`config.mk`:
```
export PLATFORM = sky130hd
export DESIGN_NAME = bcd_to_bin_seq_flat
export DESIGN_NICKNAME = d
export VERILOG_FILES = /design/src/rtl/bcd_to_bin_if.sv /design/src/rtl/bcd_to_bin_seq.sv /design/src/flat_wrapper.sv
export SDC_FILE = /design/constraint.sdc
export NUM_CORES = 1
export LEC_CHECK = 0
export ABC_CLOCK_PERIOD_IN_PS = 2300
export BUFFER_PORTS_ARGS = -buffer_cell sky130_fd_sc_hd__buf_2
export CAP_MARGIN = 20
export CORE_MARGIN = 4
export CORE_UTILIZATION = 62
export CTS_BUF_LIST = sky130_fd_sc_hd__clkbuf_4
export CTS_CLUSTER_DIAMETER = 30
export DETAILED_ROUTE_END_ITERATION = 6
export PLACE_DENSITY = 0.87
export SYNTH_ARGS = -nofsm -noshare
export SYNTH_HDL_FRONTEND = slang
export SYNTH_SLANG_ARGS = --single-unit
```
`constraint.sdc`:
```
create_clock -name clk -period 2.3 [get_ports clk]
set_input_delay 0.23 -clock clk [delete_from_list [all_inputs] [get_ports clk]]
set_output_delay 0.23 -clock clk [all_outputs]
set_load 0.05 [all_outputs]
```
`src/rtl/bcd_to_bin_if.sv`:
```
// Handshake bundle for the sequential BCD-to-binary converter: BCD digits in, binary result out.
interface bcd_to_bin_if #(
    parameter int NDIGITS = 3,
    parameter int BIN_W   = 10
);
    logic                   in_valid;
    logic                   in_ready;
    logic [4*NDIGITS-1:0]   bcd_in;
    logic                   out_valid;
    logic                   out_ready;
    logic [BIN_W-1:0]       bin_out;
    logic                   err;

    modport master (
        output in_valid, bcd_in, out_ready,
        input  in_ready, out_valid, bin_out, err
    );

    modport slave (
        input  in_valid, bcd_in, out_ready,
        output in_ready, out_valid, bin_out, err
    );
endinterface

```
`src/rtl/bcd_to_bin_seq.sv`:
```
// Sequential BCD-to-binary converter (reverse double dabble, one bit per clock).
// Optional feature macro DIGIT_CHECK_EN: reject digits > 9 with err=1 and a zero result.
module bcd_to_bin_seq #(
    parameter int NDIGITS = 3,
    parameter int BIN_W   = 10
) (
    input  logic            clk,
    input  logic            rst_n,
    bcd_to_bin_if.slave     bus
);
    localparam int BCD_W = 4 * NDIGITS;
    localparam int CNT_W = $clog2(BIN_W + 1);
    localparam logic [CNT_W-1:0] LAST_CNT = CNT_W'(BIN_W - 1);

    localparam logic [1:0] ST_IDLE  = 2'd0;
    localparam logic [1:0] ST_SHIFT = 2'd1;
    localparam logic [1:0] ST_DONE  = 2'd2;

    // Every digit >= 8 loses 3; digits are independent, no borrow between them.
    function automatic logic [BCD_W-1:0] sub3_adjust(input logic [BCD_W-1:0] v);
        logic [BCD_W-1:0] r;
        logic [3:0]       d;
        r = v;
        for (int i = 0; i < NDIGITS; i++) begin
            d = v[4*i +: 4];
            if (d >= 4'd8) begin
                r[4*i +: 4] = d - 4'd3;
            end else begin
                r[4*i +: 4] = d;
            end
        end
        return r;
    endfunction

`ifdef DIGIT_CHECK_EN
    function automatic logic digit_invalid(input logic [BCD_W-1:0] v);
        logic bad;
        bad = 1'b0;
        for (int i = 0; i < NDIGITS; i++) begin
            if (v[4*i +: 4] > 4'd9) begin
                bad = 1'b1;
            end else begin
                bad = bad;
            end
        end
        return bad;
    endfunction
`endif

    logic [1:0]        state_r,     state_s;
    logic [BCD_W-1:0]  bcd_r,       bcd_s;
    logic [BIN_W-1:0]  bin_r,       bin_s;
    logic [CNT_W-1:0]  cnt_r,       cnt_s;
    logic              bad_r,       bad_s;
    logic              out_valid_r, out_valid_s;
    logic              in_ready_r,  in_ready_s;
    logic [BIN_W-1:0]  bin_out_r,   bin_out_s;
    logic              err_r,       err_s;
    logic              accept_s;
    logic [BCD_W-1:0]  bcd_shift_s;

    assign accept_s    = bus.in_valid & in_ready_r;
    assign bcd_shift_s = {1'b0, bcd_r[BCD_W-1:1]};

    // Next-state and datapath update for the IDLE -> SHIFT -> DONE sequence.
    always_comb begin
        state_s     = state_r;
        bcd_s       = bcd_r;
        bin_s       = bin_r;
        cnt_s       = cnt_r;
        bad_s       = bad_r;
        out_valid_s = out_valid_r;
        bin_out_s   = bin_out_r;
        err_s       = err_r;
        case (state_r)
            ST_IDLE: begin
                out_valid_s = 1'b0;
                if (accept_s) begin
                    bcd_s   = bus.bcd_in;
                    bin_s   = '0;
                    cnt_s   = '0;
`ifdef DIGIT_CHECK_EN
                    bad_s   = digit_invalid(bus.bcd_in);
`else
                    bad_s   = 1'b0;
`endif
                    state_s = ST_SHIFT;
                end else begin
                    state_s = ST_IDLE;
                end
            end
            ST_SHIFT: begin
                out_valid_s = 1'b0;
                if (bad_r) begin
                    // Rejected input: skip the shifting, report a zero result.
                    state_s = ST_DONE;
                end else begin
                    bin_s = {bcd_r[0], bin_r[BIN_W-1:1]};
                    bcd_s = sub3_adjust(bcd_shift_s);
                    cnt_s = cnt_r + CNT_W'(1);
                    if (cnt_r == LAST_CNT) begin
                        state_s = ST_DONE;
                    end else begin
                        state_s = ST_SHIFT;
                    end
                end
            end
            ST_DONE: begin
                if (out_valid_r && bus.out_ready) begin
                    out_valid_s = 1'b0;
                    state_s     = ST_IDLE;
                end else if (!out_valid_r) begin
                    // First DONE cycle: capture the result into the output holding register.
                    out_valid_s = 1'b1;
                    bin_out_s   = bin_r;
                    err_s       = bad_r;
                end else begin
                    out_valid_s = 1'b1;
                end
            end
            default: begin
                state_s     = ST_IDLE;
                out_valid_s = 1'b0;
            end
        endcase
        in_ready_s = (state_s == ST_IDLE);
    end

    // State and output registers; reset aborts any conversion in flight.
    always_ff @(posedge clk or negedge rst_n) begin
        if (!rst_n) begin
            state_r     <= ST_IDLE;
            bcd_r       <= '0;
            bin_r       <= '0;
            cnt_r       <= '0;
            bad_r       <= 1'b0;
            out_valid_r <= 1'b0;
            in_ready_r  <= 1'b1;
            bin_out_r   <= '0;
            err_r       <= 1'b0;
        end else begin
            state_r     <= state_s;
            bcd_r       <= bcd_s;
            bin_r       <= bin_s;
            cnt_r       <= cnt_s;
            bad_r       <= bad_s;
            out_valid_r <= out_valid_s;
            in_ready_r  <= in_ready_s;
            bin_out_r   <= bin_out_s;
            err_r       <= err_s;
        end
    end

    assign bus.in_ready  = in_ready_r;
    assign bus.out_valid = out_valid_r;
    assign bus.bin_out   = bin_out_r;
    assign bus.err       = err_r;
endmodule

```
`src/flat_wrapper.sv`:
```
// flat-port wrapper written by rule: the top's interface ports become plain ports
module bcd_to_bin_seq_flat 
#(
    parameter int NDIGITS = 3,
    parameter int BIN_W   = 10
)
  (clk, rst_n, bus_in_valid, bus_bcd_in, bus_out_ready, bus_in_ready, bus_out_valid, bus_bin_out, bus_err);
  bcd_to_bin_if #(.NDIGITS(NDIGITS), .BIN_W(BIN_W)) bus_i ();
  input  logic clk;
  input  logic rst_n;
  input wire logic [$bits(bus_i.in_valid)-1:0] bus_in_valid;
  input wire logic [$bits(bus_i.bcd_in)-1:0] bus_bcd_in;
  input wire logic [$bits(bus_i.out_ready)-1:0] bus_out_ready;
  output wire logic [$bits(bus_i.in_ready)-1:0] bus_in_ready;
  output wire logic [$bits(bus_i.out_valid)-1:0] bus_out_valid;
  output wire logic [$bits(bus_i.bin_out)-1:0] bus_bin_out;
  output wire logic [$bits(bus_i.err)-1:0] bus_err;
  assign bus_i.in_valid = bus_in_valid;
  assign bus_i.bcd_in = bus_bcd_in;
  assign bus_i.out_ready = bus_out_ready;
  assign bus_in_ready = bus_i.in_ready;
  assign bus_out_valid = bus_i.out_valid;
  assign bus_bin_out = bus_i.bin_out;
  assign bus_err = bus_i.err;
  bcd_to_bin_seq #(.NDIGITS(NDIGITS), .BIN_W(BIN_W)) u_core (.clk(clk), .rst_n(rst_n), .bus(bus_i));
endmodule
```
# After elaboration in Yosys (flattened, before gate mapping)
# Cells that the tools add are included.
[op_classes]
add_sub_neg = 4
n_mul = 0
div = 0
order_cmp = 3
n_eq_ne = 4
n_shift = 0
muxes = 15
n_bitwise = 3
reduce_logical = 6
[ops]
columns = ["cell", "n"]
rows = [
  ["$pmux W12 S2", 1],
  ["$pmux W10 S2", 1],
  ["$mux W4", 4],
  ["$mux W12", 1],
  ["$mux W10", 1],
  ["$ge A4 B4 Y1 const B", 2],
  ["$pmux W4 S2", 1],
  ["$sub A4 B2 Y4 const B", 2],
  ["$pmux W2 S3", 1],
  ["$add A4 B1 Y4 const B", 1],
  ["$eq A4 B4 Y1 const B", 1],
  ["$ge A3 B4 Y1 const B", 1],
  ["$logic_not A2 Y1", 2],
  ["$mux W2", 2],
  ["$sub A3 B2 Y4 const B", 1],
  ["$mux W1", 3],
  ["$reduce_and A3 Y1", 1],
  ["$eq A2 B1 Y1 const B", 1],
  ["$eq A2 B2 Y1 const B", 1],
  ["$ne A2 B1 Y1 const B", 1],
  ["$not A1 Y1", 2],
  ["$reduce_and A2 Y1", 1],
  ["$reduce_bool A2 Y1", 1],
  ["$and A1 B1 Y1", 1],
  ["$logic_and A1 B1 Y1", 1],
]
[word_totals]
ff_bits = 40
latch_bits = 0
ram_bits = 0
mem_bits_ro = 0
input_bits = 16
output_inout_bits = 13
word_cells = 42
n_memories = 0

# Longest topological paths before layout
[logic_depth]
ltp_word = 4
mapped_depth = 6
ltp_nobuf = 4

# Worst setup path before layout
# OpenSTA, ideal clock, no wires.
[synth_timing]
kind = "register to register"
from = "register u_core.in_ready_r (netlist: u_core.bus.in_ready)"
to = "register u_core.bcd_r[0]"
setup_time_ns = 0.126
arrival_time_ns = 1.427
required_time_ns = 2.174
setup_slack_ns = 0.747
path_stages_with_launch = 4
n_path_buf = 0
period_less_slack_ns = 1.553
cell_sequence = "dfstp_2 -> a21oi_1 -> or2_2 -> a221o_1"
[synth_between]
elab_chain_cells = 3
[synth_rtl]
columns = ["element", "line", "source"]
rows = [
  ["start, declared", "bcd_to_bin_seq.sv:56", "logic in_ready_r, in_ready_s;"],
  ["start signal, assigned", "bcd_to_bin_seq.sv:148", "in_ready_r <= in_ready_s;"],
  ["$and A1 B1 Y1", "bcd_to_bin_seq.sv:62", "assign accept_s = bus.in_valid & in_ready_r;"],
  ["$ne A2 B1 Y1 (no line)", "n/a", ""],
  ["$reduce_and A2 Y1 (no line)", "n/a", ""],
  ["end signal, assigned", "bcd_to_bin_seq.sv:143", "bcd_r <= bcd_s;"],
  ["end, declared", "bcd_to_bin_seq.sv:51", "logic [BCD_W-1:0] bcd_r, bcd_s;"],
]
# No other way between the ends.
# A chain may end at the register's enable or synchronous reset.

# Worst setup path in the final report
[layout_timing]
from = "register u_core.state_r[1]"
to = "register u_core.cnt_r[2]"
[layout_between]
elab_chain_cells = 3
elab_cells_between_ends = 6
classes_between = "eq/ne (2); mux (1); reduce/logical (3)"
[layout_rtl]
columns = ["element", "line", "source"]
rows = [
  ["start, declared", "bcd_to_bin_seq.sv:50", "logic [1:0] state_r, state_s;"],
  ["start signal, assigned", "bcd_to_bin_seq.sv:142", "state_r <= state_s;"],
  ["$logic_not A2 Y1 or $eq A2 B1 Y1 (tied branches)", "bcd_to_bin_seq.sv:75", "case (state_r)"],
  ["$ne A2 B1 Y1 (no line) or $reduce_bool A2 Y1 (tied branches)", "n/a", ""],
  ["$reduce_and A2 Y1 (no line)", "n/a", ""],
  ["end signal, assigned", "bcd_to_bin_seq.sv:145", "cnt_r <= cnt_s;"],
  ["end, declared", "bcd_to_bin_seq.sv:53", "logic [CNT_W-1:0] cnt_r, cnt_s;"],
]
# Parallel ways exist; a longest one is shown, timed or not.

==> metrics.cfg <==
[status]
outcome=complete, no violations

[worst_setup_path]
crit_cells=4
r2r_slack_ns=0.55
path_cells=nor4bb_4, buf_4, a211oi_1, a31o_2
cpPeakStageDelay_ns=0.55
crit_path_end_kind=flop
crit_start=u_core.state_r[1]
cp_max_fo=20
start_kind=flop
worstSetupEndpoint=u_core.cnt_r[2]
critPathBufInv=1
r2r_cells=4
r2r_end=u_core.cnt_r[2]
crit_type=reg2reg
required_ns=2.56
arrival_ns=2.01
timing.rr.start=u_core.state_r[1]
critPathSlowestCell=dfrtp_1
crit_family=flip-flops

[min_path]
min_path_type=in2reg

[floorplan]
die_h_um=62.65
coreArea_um2=2805
rows=19
die_area_um2=3925
die_w_um=62.65
ios=29
initial_core_util=0.6601

[clock_tree]
cts_inserted_buffers=5
ctsResizeCount=0
insertion_delay_ns=0.35
cts_max_level=2
path_clk_slew_ns=0.12
postCtsSetupBuffers=0
cts_tree=yes
clock-sinks=40
cts_hold_buf=1
cts_buffer_depth=2
cts_root_buf=clkbuf_4

[logic_synthesis]
synth_edf_count=0
netlist_instances=165
yosys.area.top_type_share=0.5270
synth_top_area_cell=dfrtp_1
yosysWarnings=0
synth_nets=187
synth_top_cells_by_area=dfrtp_1, mux2_2, nand2_1
ys_seq_area_frac=0.5412
syn_avg_cell_area_um2=11.22
synth_ff_type=dfrtp_1
ys_types=38
ys_async_sr_fraction=1.000
synth_area_um2=1852
synth-seq-cells=40

[flow_run]
max_cap_violations=0

[sta]
setup_viol=0
fin_crit_sh=0.7610
min_period_ns=1.750
tightest_slew_ns=0.8598
hold_viol_final=0
fin_tns_setup_ns=0
fmaxAchievable_ghz=0.5713
final_max_slew_viol_count=0
fin_skew_ns=0.01784
rsz0062_at_grt=false
maxSlewHeadroom=0.4268

[layout]
final_cell_mix=dfrtp_1, nand2_1, buf_2
nets=214
layout-drive-gt1-share=0.2798
fin_cells=224
antennaDiodeCount=0
post-route-util=0.7355
area_growth_pct=11.42
final_common_cell=dfrtp_1
fillCellCount=194

[detailed_routing]
route.detailed.drc=0
firstDrtPassIters=4
ant_nets=0
num_vias=1323
routedWlPerCell_um=16.11
wl_um=3609
dr.first_iter.drc_count=119
vias_per_cell=5.906

[global_routing]
grt_use_total=0.2057
grt_max_degree=41
antenna_found_initial=0
grt_pass1_wl_um=6306
grt.overflow.total=0
grt_pass1_vias=1294

[power]
p_sw_frac=0.4321
p_seq_frac=0.413
power.internal_uw=1714
p_per_area_nw_per_um2=1463
power.leakage_uw=0.001025
peakVddDrop_uv=787.3
clkPwrFrac=0.153
combPwrFrac=0.434
p_switching_uw=1304

[placement]
io_buffer_count=27
hpwl_um=2472
dp_cells=215
globalplace.congestion=0.8134

## kinds of logic (layout without fill, tap and decap cells)
logic type,Yosys count,in the layout,synth area share
DFF,40,40,0.5412
muxes,13,13,0.07703
xor gates and xnor gates,4,4,0.01892
and+or+nand+nor,49,49,0.1297
buffers and inverters,16,44,0.05675
adders and majority gates,6,6,0.04054
other,1,1,0.002025
AOI/OAI and AO/OA,36,36,0.1338
## synth_stat cells, types with 3 or more instances
cell,count
buf_2,3
nor2_1,5
nor2b_1,4
inv_1,6
mux2_2,10
a22oi_1,3
buf_6,4
a21oi_1,3
nand2b_1,3
buf_4,3
o221ai_1,3
dfrtp_1,39
xnor2_1,4
mux2i_1,3
ha_1,6
o21ai_0,13
nand2_1,28
## registers in the layout, summed over array words and instances (netlist names)
register              cells
u_core.bus.out_valid      1
u_core.cnt_r              4
u_core.bus.in_ready       1
u_core.bus.bin_out       10
u_core.bcd_r             12
u_core.bin_r             10
u_core.state_r            2
## metrics by stage
step	total power [uW]	cell area (um2)	setup WS, ns	hold slack, ns
4_1_cts	3023	2063	0.5541	0.07875
6_report	3019	2063	0.5496	0.09391
3_5_place_dp	2553	1973	0.5593	0.3920
5_1_grt	3233	2063	0.4528	0.06703
2_1_floorplan	2274	1852	0.7470	-0.06559
3_3_place_gp	2471	1973	0.6420	0.3820
## how the worst min path moves through the flow
stage | start | end | slack (ns) | cells after the start
finish | bus_bcd_in[6] | u_core.bcd_r[6] | 0.09 | 3
global route | bus_bcd_in[6] | u_core.bcd_r[6] | 0.07 | 3
CTS | bus_out_ready | u_core.bus.out_valid | 0.08 | 2
detailed placement | rst_n | u_core.bcd_r[5] | 0.39 | 1
global placement | rst_n | u_core.bcd_r[5] | 0.38 | 1
floorplan | rst_n | u_core.bcd_r[0] | -0.07 | 0
## final cells by class
type	count	area, um2	area share
Multi-Input combinational cell	109	759.5	0.3681
Timing Repair Buffer	30	160.2	0.07762
Clock inverter	3	42.54	0.02062
Clock buffer	5	37.54	0.01819
Sequential cell	40	1002	0.4857
Tap cell	31	38.79	0.01880
Inverter	6	22.52	0.01092
## layer usage
layer / track usage / wire, um
met5: 0 / 0
met4: 0.08264 / 66
met3: 0.05036 / 190
met2: 0.3116 / 1750
met1: 0.2839 / 1602
## tightest hold or removal path: cells and delay by family
family	cells	cell delay, ns
AOI/OAI and AO/OA	1	0.06
and+or+nand+nor	1	0.04
buffers and inverters	1	0.07
## power by group through the flow
stage	Clock (uW)	Combinational, uW	Sequential, uW
finish	461	1310	1250
global route	509	1440	1290
CTS	469	1310	1240
detailed placement	0	1300	1250
global placement	0	1250	1230
floorplan	0	836	1440
(Power assumes the default switching activity.)
